===== config.mk =====
export PLATFORM = sky130hd
export DESIGN_NAME = uart_debug_link
export DESIGN_NICKNAME = d
export VERILOG_FILES = /design/src/rtl/uart_debug_link.sv
export SDC_FILE = /design/constraint.sdc
export NUM_CORES = 1
export LEC_CHECK = 0
export ABC_AREA = 1
export CAP_MARGIN = 20
export CORE_UTILIZATION = 48
export CTS_BUF_LIST = sky130_fd_sc_hd__clkbuf_16
export DETAILED_ROUTE_END_ITERATION = 6
export HOLD_SLACK_MARGIN = 0.08
export PLACE_DENSITY = 0.75
export SLEW_MARGIN = 20
export SYNTH_ARGS = -nofsm -noshare
export SYNTH_HDL_FRONTEND = slang
export SYNTH_SLANG_ARGS = --single-unit

===== constraint.sdc =====
create_clock -name clk_50M -period 3.85 [get_ports clk_50M]
set_input_delay 0.77 -clock clk_50M [delete_from_list [all_inputs] [get_ports clk_50M]]
set_output_delay 0.77 -clock clk_50M [all_outputs]
set_load 0.05 [all_outputs]

===== src/rtl/uart_debug_link.sv =====
// uart_debug_link: byte-stream debug command engine (memory/code/debug-register access, LEDs, processor reset/continue); optional burst checksum via UART_DEBUG_LINK_CHECKSUM_EN
module uart_debug_link #(
    parameter int WORD_SIZE    = 18,
    parameter int ADDR_WIDTH   = 16,
    parameter int READ_LATENCY = 1,
    parameter int TIMEOUT_CLKS = 5000000
) (
    input  logic                  clk_50M,
    input  logic                  reset_n,
    input  logic                  rx_valid,
    input  logic [7:0]            rx_byte,
    output logic                  tx_valid,
    output logic [7:0]            tx_byte,
    input  logic                  tx_ready,
    output logic [1:0]            mem_sel,
    output logic [ADDR_WIDTH-1:0] mem_addr,
    output logic [WORD_SIZE-1:0]  mem_wdata,
    output logic                  mem_wren,
    output logic                  mem_rden,
    input  logic [WORD_SIZE-1:0]  mem_rdata,
    output logic [7:0]            leds,
    output logic                  processor_reset,
    output logic                  continue_pulse,
    output logic                  busy
);
    localparam int AB = (ADDR_WIDTH + 7) / 8;
    localparam int NB = (WORD_SIZE + 7) / 8;
    localparam int TW = $clog2(TIMEOUT_CLKS + 1);
`ifdef UART_DEBUG_LINK_CHECKSUM_EN
    localparam bit CSUM = 1'b1;
`else
    localparam bit CSUM = 1'b0;
`endif

    typedef enum logic [3:0] {IDLE, ADDR, SIZE, EXEC, WR_DATA, WR_CSUM, RD_ISSUE, RD_WAIT, RD_SEND, CS_SEND} state_t;

    state_t          state;
    logic [7:0]      cmd, csum;
    logic [15:0]     size, sz_n;
    logic [2:0]      cnt;
    logic [TW-1:0]   tmo;
    logic [AB*8-1:0] abuf, ab_n;
    logic [NB*8-1:0] wbuf, wb_n;
    logic [NB*8+7:0] sh, rd_ext;
    logic            tmo_run, is_wr, is_rd;

    assign ab_n    = (AB*8)'({rx_byte, abuf} >> 8);
    assign wb_n    = (NB*8)'({rx_byte, wbuf} >> 8);
    assign sz_n    = {rx_byte, size[15:8]};
    assign rd_ext  = (NB*8+8)'(mem_rdata);
    assign tmo_run = state inside {ADDR, SIZE, WR_DATA, WR_CSUM};
    assign is_wr   = cmd == 8'd1 || cmd == 8'd3;
    assign is_rd   = cmd == 8'd2 || cmd == 8'd4 || cmd == 8'd6;
    assign busy    = state != IDLE;

    // Command sequencer: header parsing, write/read bursts, checksum reply and inter-byte timeout abort
    always_ff @(posedge clk_50M or negedge reset_n) begin
        if (!reset_n) begin
            state           <= IDLE;
            leds            <= '0;
            processor_reset <= 1'b1;
            tx_valid        <= 1'b0;
            tx_byte         <= '0;
            mem_wren        <= 1'b0;
            mem_rden        <= 1'b0;
            continue_pulse  <= 1'b0;
            mem_addr        <= '0;
            mem_wdata       <= '0;
            mem_sel         <= '0;
            cmd             <= '0;
            csum            <= '0;
            size            <= '0;
            cnt             <= '0;
            tmo             <= '0;
            abuf            <= '0;
            wbuf            <= '0;
            sh              <= '0;
        end else begin
            continue_pulse <= 1'b0;
            mem_rden       <= 1'b0;
            if (rx_valid)
                tmo <= TW'(TIMEOUT_CLKS);
            else if (tmo_run && tmo != '0)
                tmo <= tmo - 1'b1;
            case (state)
                IDLE: if (rx_valid) begin
                    cmd   <= rx_byte;
                    cnt   <= '0;
                    csum  <= '0;
                    state <= ADDR;
                end
                ADDR: if (rx_valid) begin
                    abuf <= ab_n;
                    cnt  <= cnt + 3'd1;
                    if (cnt == 3'(AB - 1)) begin
                        cnt   <= '0;
                        state <= SIZE;
                    end
                end
                SIZE: if (rx_valid) begin
                    size <= sz_n;
                    cnt  <= cnt + 3'd1;
                    if (cnt == 3'd1) begin
                        cnt <= '0;
                        if (is_wr || is_rd) begin
                            mem_addr <= ADDR_WIDTH'(abuf);
                            mem_sel  <= (cmd == 8'd3 || cmd == 8'd4) ? 2'd1 : cmd == 8'd6 ? 2'd2 : 2'd0;
                        end
                        if (is_wr)
                            state <= sz_n != '0 ? WR_DATA : CSUM ? WR_CSUM : IDLE;
                        else if (is_rd && sz_n != '0) begin
                            mem_rden <= 1'b1;
                            state    <= RD_ISSUE;
                        end else if (is_rd && CSUM) begin
                            tx_byte  <= '0;
                            tx_valid <= 1'b1;
                            state    <= CS_SEND;
                        end else
                            state <= is_rd ? IDLE : EXEC;
                    end
                end
                EXEC: begin
                    if (cmd == 8'd0) leds <= size[7:0];
                    if (cmd == 8'd5) processor_reset <= size[0];
                    continue_pulse <= cmd == 8'd7;
                    state          <= IDLE;
                end
                WR_DATA: if (mem_wren) begin
                    mem_wren <= 1'b0;
                    mem_addr <= mem_addr + 1'b1;
                    size     <= size - 16'd1;
                    if (size == 16'd1) state <= CSUM ? WR_CSUM : IDLE;
                end else if (rx_valid) begin
                    wbuf <= wb_n;
                    csum <= csum ^ rx_byte;
                    cnt  <= cnt + 3'd1;
                    if (cnt == 3'(NB - 1)) begin
                        cnt       <= '0;
                        mem_wdata <= WORD_SIZE'(wb_n);
                        mem_wren  <= 1'b1;
                    end
                end
                WR_CSUM: if (rx_valid) begin
                    tx_byte  <= rx_byte == csum ? 8'hA5 : 8'h5A;
                    tx_valid <= 1'b1;
                    state    <= CS_SEND;
                end
                RD_ISSUE: begin
                    cnt   <= 3'(READ_LATENCY - 1);
                    state <= RD_WAIT;
                end
                RD_WAIT: if (cnt == '0) begin
                    sh       <= rd_ext;
                    tx_byte  <= rd_ext[7:0];
                    tx_valid <= 1'b1;
                    state    <= RD_SEND;
                end else
                    cnt <= cnt - 3'd1;
                RD_SEND: if (tx_valid && tx_ready) begin
                    csum    <= csum ^ tx_byte;
                    sh      <= sh >> 8;
                    tx_byte <= sh[15:8];
                    cnt     <= cnt + 3'd1;
                    if (cnt == 3'(NB - 1)) begin
                        cnt      <= '0;
                        mem_addr <= mem_addr + 1'b1;
                        size     <= size - 16'd1;
                        if (size != 16'd1) begin
                            tx_valid <= 1'b0;
                            mem_rden <= 1'b1;
                            state    <= RD_ISSUE;
                        end else if (CSUM) begin
                            tx_byte <= csum ^ tx_byte;
                            state   <= CS_SEND;
                        end else begin
                            tx_valid <= 1'b0;
                            state    <= IDLE;
                        end
                    end
                end
                CS_SEND: if (tx_valid && tx_ready) begin
                    tx_valid <= 1'b0;
                    state    <= IDLE;
                end
                default: state <= IDLE;
            endcase
            if (tmo_run && !rx_valid && !mem_wren && tmo <= TW'(1))
                state <= IDLE;
        end
    end
endmodule


==> impl_metrics.env <==
export IMPL_grt_max_degree=93
export IMPL_h_tree_depth=4
export IMPL_grt_pass1_vias=7516
export IMPL_die_y_um=138
export IMPL_vias_per_cell=5.28
export IMPL_drt_iter0_markers=629
export IMPL_hold_path_class="in2async"
export IMPL_hold_buffers=0
export IMPL_end_kind="output port"
export IMPL_power_density_nw_per_um2=329
export IMPL_synthArstFlopShare_pct=100
export IMPL_maxSlewHeadroom_pct=44.4
export IMPL_critPathKind="reg2out"
export IMPL_finalClockSkew_ns=0.0120
export IMPL_die_w_um=138
export IMPL_synth_edf_count=0
export IMPL_die_area_um2=19000
export IMPL_synthCells=1184
export IMPL_reg2reg_depth=9
export IMPL_syn_nets=1225
export IMPL_multi_input_area_um2=4240
export IMPL_instances_no_fill=1507
export IMPL_n_antenna_cell=0
export IMPL_period_share_pct=75.5
export IMPL_yosysWarningCount=0
export IMPL_num_fill_cells=1710
export IMPL_gr_usage_all_layers_pct=25.1
export IMPL_placed_area_um2=9910
export IMPL_fmaxAchievable_ghz=0.344
export IMPL_clockBufferDepth=2
export IMPL_final_core_util_pct=58.1
export IMPL_cts_buffers=17
export IMPL_synthTopCellsByCount="355 x nand2_1, 160 x dfrtp_1, 132 x o21ai_0"
export IMPL_start_util_pct=49.2
export IMPL_setup_viol=0
export IMPL_antenna_found_initial=0
export IMPL_grt_overflow_total=0
export IMPL_synth_seq_cells=161
export IMPL_vdd_drop_max_v=0.000282
export IMPL_port_buffers=87
export IMPL_clock_latency_ns=0.44
export IMPL_regArea_um2=4030
export IMPL_fp_row_count=49
export IMPL_grt_pass1_wl_mm=37.1
export IMPL_path_max_fanout=9
export IMPL_cts_setup_buffers=0
export IMPL_ys_flop_type="dfrtp_1"
export IMPL_clock_sinks=161
export IMPL_vias=7957
export IMPL_fin_crit_ns=2.91
export IMPL_p_leak_nw=4.85
export IMPL_layout_drive_gt1_share_pct=7.90
export IMPL_dp_cells=1476
export IMPL_status="finished clean"
export IMPL_finalNetCount=1307
export IMPL_cts_tree="done"
export IMPL_wl_per_cell_um=14.6
export IMPL_finalSetupTns_ns=0
export IMPL_area_growth_pct=18.2
export IMPL_cts_root_buf="clkbuf_16"
export IMPL_worst_slew_pin_slew_ns=0.833
export IMPL_synth_top_cell_area_share_pct=45.2
export IMPL_finalHoldViolCount=0
export IMPL_hpwl_mm=15.8
export IMPL_cts_clk_slew_worst_paths_ns=0.07
export IMPL_critical_path_required_ns=3.08
export IMPL_cts_resized=0
export IMPL_drc=0
export IMPL_drv_cap=0
export IMPL_netlist_top_cell_by_area="dfrtp_1"
export IMPL_drv_slew=0
export IMPL_first_pass_iters=5
export IMPL_yosys_cell_types_count=42
export IMPL_power_total_mw=3.45
export IMPL_critical_path_arrival_ns=2.14
export IMPL_syn_area_um2=8860
export IMPL_place_gp_congestion=0.956
export IMPL_rsz0062_at_grt="no"
export IMPL_ant_nets=0
export IMPL_syn_area_per_cell_um2=7.48
export IMPL_crit_path_start_kind="flip-flop"
export IMPL_coreArea_um2=18000
export IMPL_drt_total_wl_mm=22.0
export IMPL_boundaryPins=88
export IMPL_synth_area_leaders="dfrtp_1 45%, nand2_1 15%, o21ai_0 7.5%"
export IMPL_synth_most_common_cell="nand2_1"
export IMPL_final_cell_area_um2=10500
export IMPL_seq_area_frac_synth_pct=45.5
## registers in the layout (all words and copies together), names as in the netlist, 8 cells and up
| name | flops |
|---|---|
| abuf | 16 |
| cmd | 8 |
| csum | 8 |
| leds | 8 |
| mem_addr | 16 |
| mem_wdata | 18 |
| sh | 10 |
| size | 16 |
| tmo | 23 |
| tx_byte | 8 |
| wbuf | 16 |
## through the flow
stage | hold WS (ns) | setup slack [ns]
floorplan | 0.449 | 1.95
global placement | 0.462 | 0.986
detailed placement | 0.468 | 0.902
CTS | 0.439 | 0.953
global route | 0.474 | 0.846
finish | 0.398 | 0.941
## final cells by class
cell class | instances | share of cell area (%)
clock inverters | 14 | 1.27
inverters | 111 | 3.98
multi-input cells | 879 | 40.5
clock buffers | 17 | 4.06
well taps | 229 | 2.74
flip-flops and latches | 161 | 38.5
repair buffers | 96 | 8.98
## final timing paths
kind	endpoint	from	slack [ns]
worst max-delay path	busy	state[3]	0.94
worst min-delay path	mem_wdata[4]	reset_n	0.40
worst max register to register	size[3]	state[0]	1.27
worst min register to register	tmo[1]	tmo[1]	0.48
max in group asynchronous	size[7]	reset_n	2.54
min in group clk_50M	tmo[1]	tmo[1]	0.48
## metal layers
metal  track usage (%)  part of all wire [%]
met4              6.88                   1.2
met1              34.2                    47
met3              4.20                   4.4
met5                 0                     0
met2              41.1                    47
## placed cells by master, fill, tap and decap left out, types with 4 or more instances in the layout
cell             synthesis  routed
a21oi_1                 17      17
buf_4                    5       9
clkbuf_16                0      17
clkdlybuf4s50_1          0      86
clkinvlp_4               0       4
dfrtp_1                160     160
ha_1                    11      11
inv_1                  104     105
inv_2                    7       7
mux2_2                   7       7
nand2_1                355     355
nand2_2                  5       5
nand3_1                 86      86
nand3b_1                 7       7
nand4_1                 23      23
nor2_1                 126     126
nor2_2                   8       8
nor3_1                  15      15
o211ai_1                10      10
o21ai_0                132     132
o21ai_1                 10      10
o21ai_2                  5       5
or2_2                   17      17
xnor2_1                  4       4
xor2_1                  12      12
## logic make-up (layout without fill, tap and decap cells)
logic type,count (synthesis),in the layout,share of synthesized area [%]
AND/OR/NAND/NOR,657,657,32.3
XOR/XNOR,16,16,1.58
adder cells (fa/ha/maj),11,11,1.55
flip-flops,161,161,45.5
buffers and inverters,144,238,6.68
AO/OA/AOI/OAI,185,185,11.2
multiplexers,10,10,1.23
## where the power goes
group | leakage [nW] | internal, mW | switching (mW)
sequential | 2.07 | 1.70 | 0.00554
combinational | 2.51 | 0.0402 | 0.0745
clock | 0.265 | 0.894 | 0.729
total | 4.85 | 2.64 | 0.809
## worst max-delay path, cell delays in order (launching register included)
cell	delay (ns)
dfrtp_1	0.44
nor2_2	0.35
nand2_1	0.18
clkdlybuf4s50_1	0.73
Note: power is estimated with default switching activity, not from simulation.
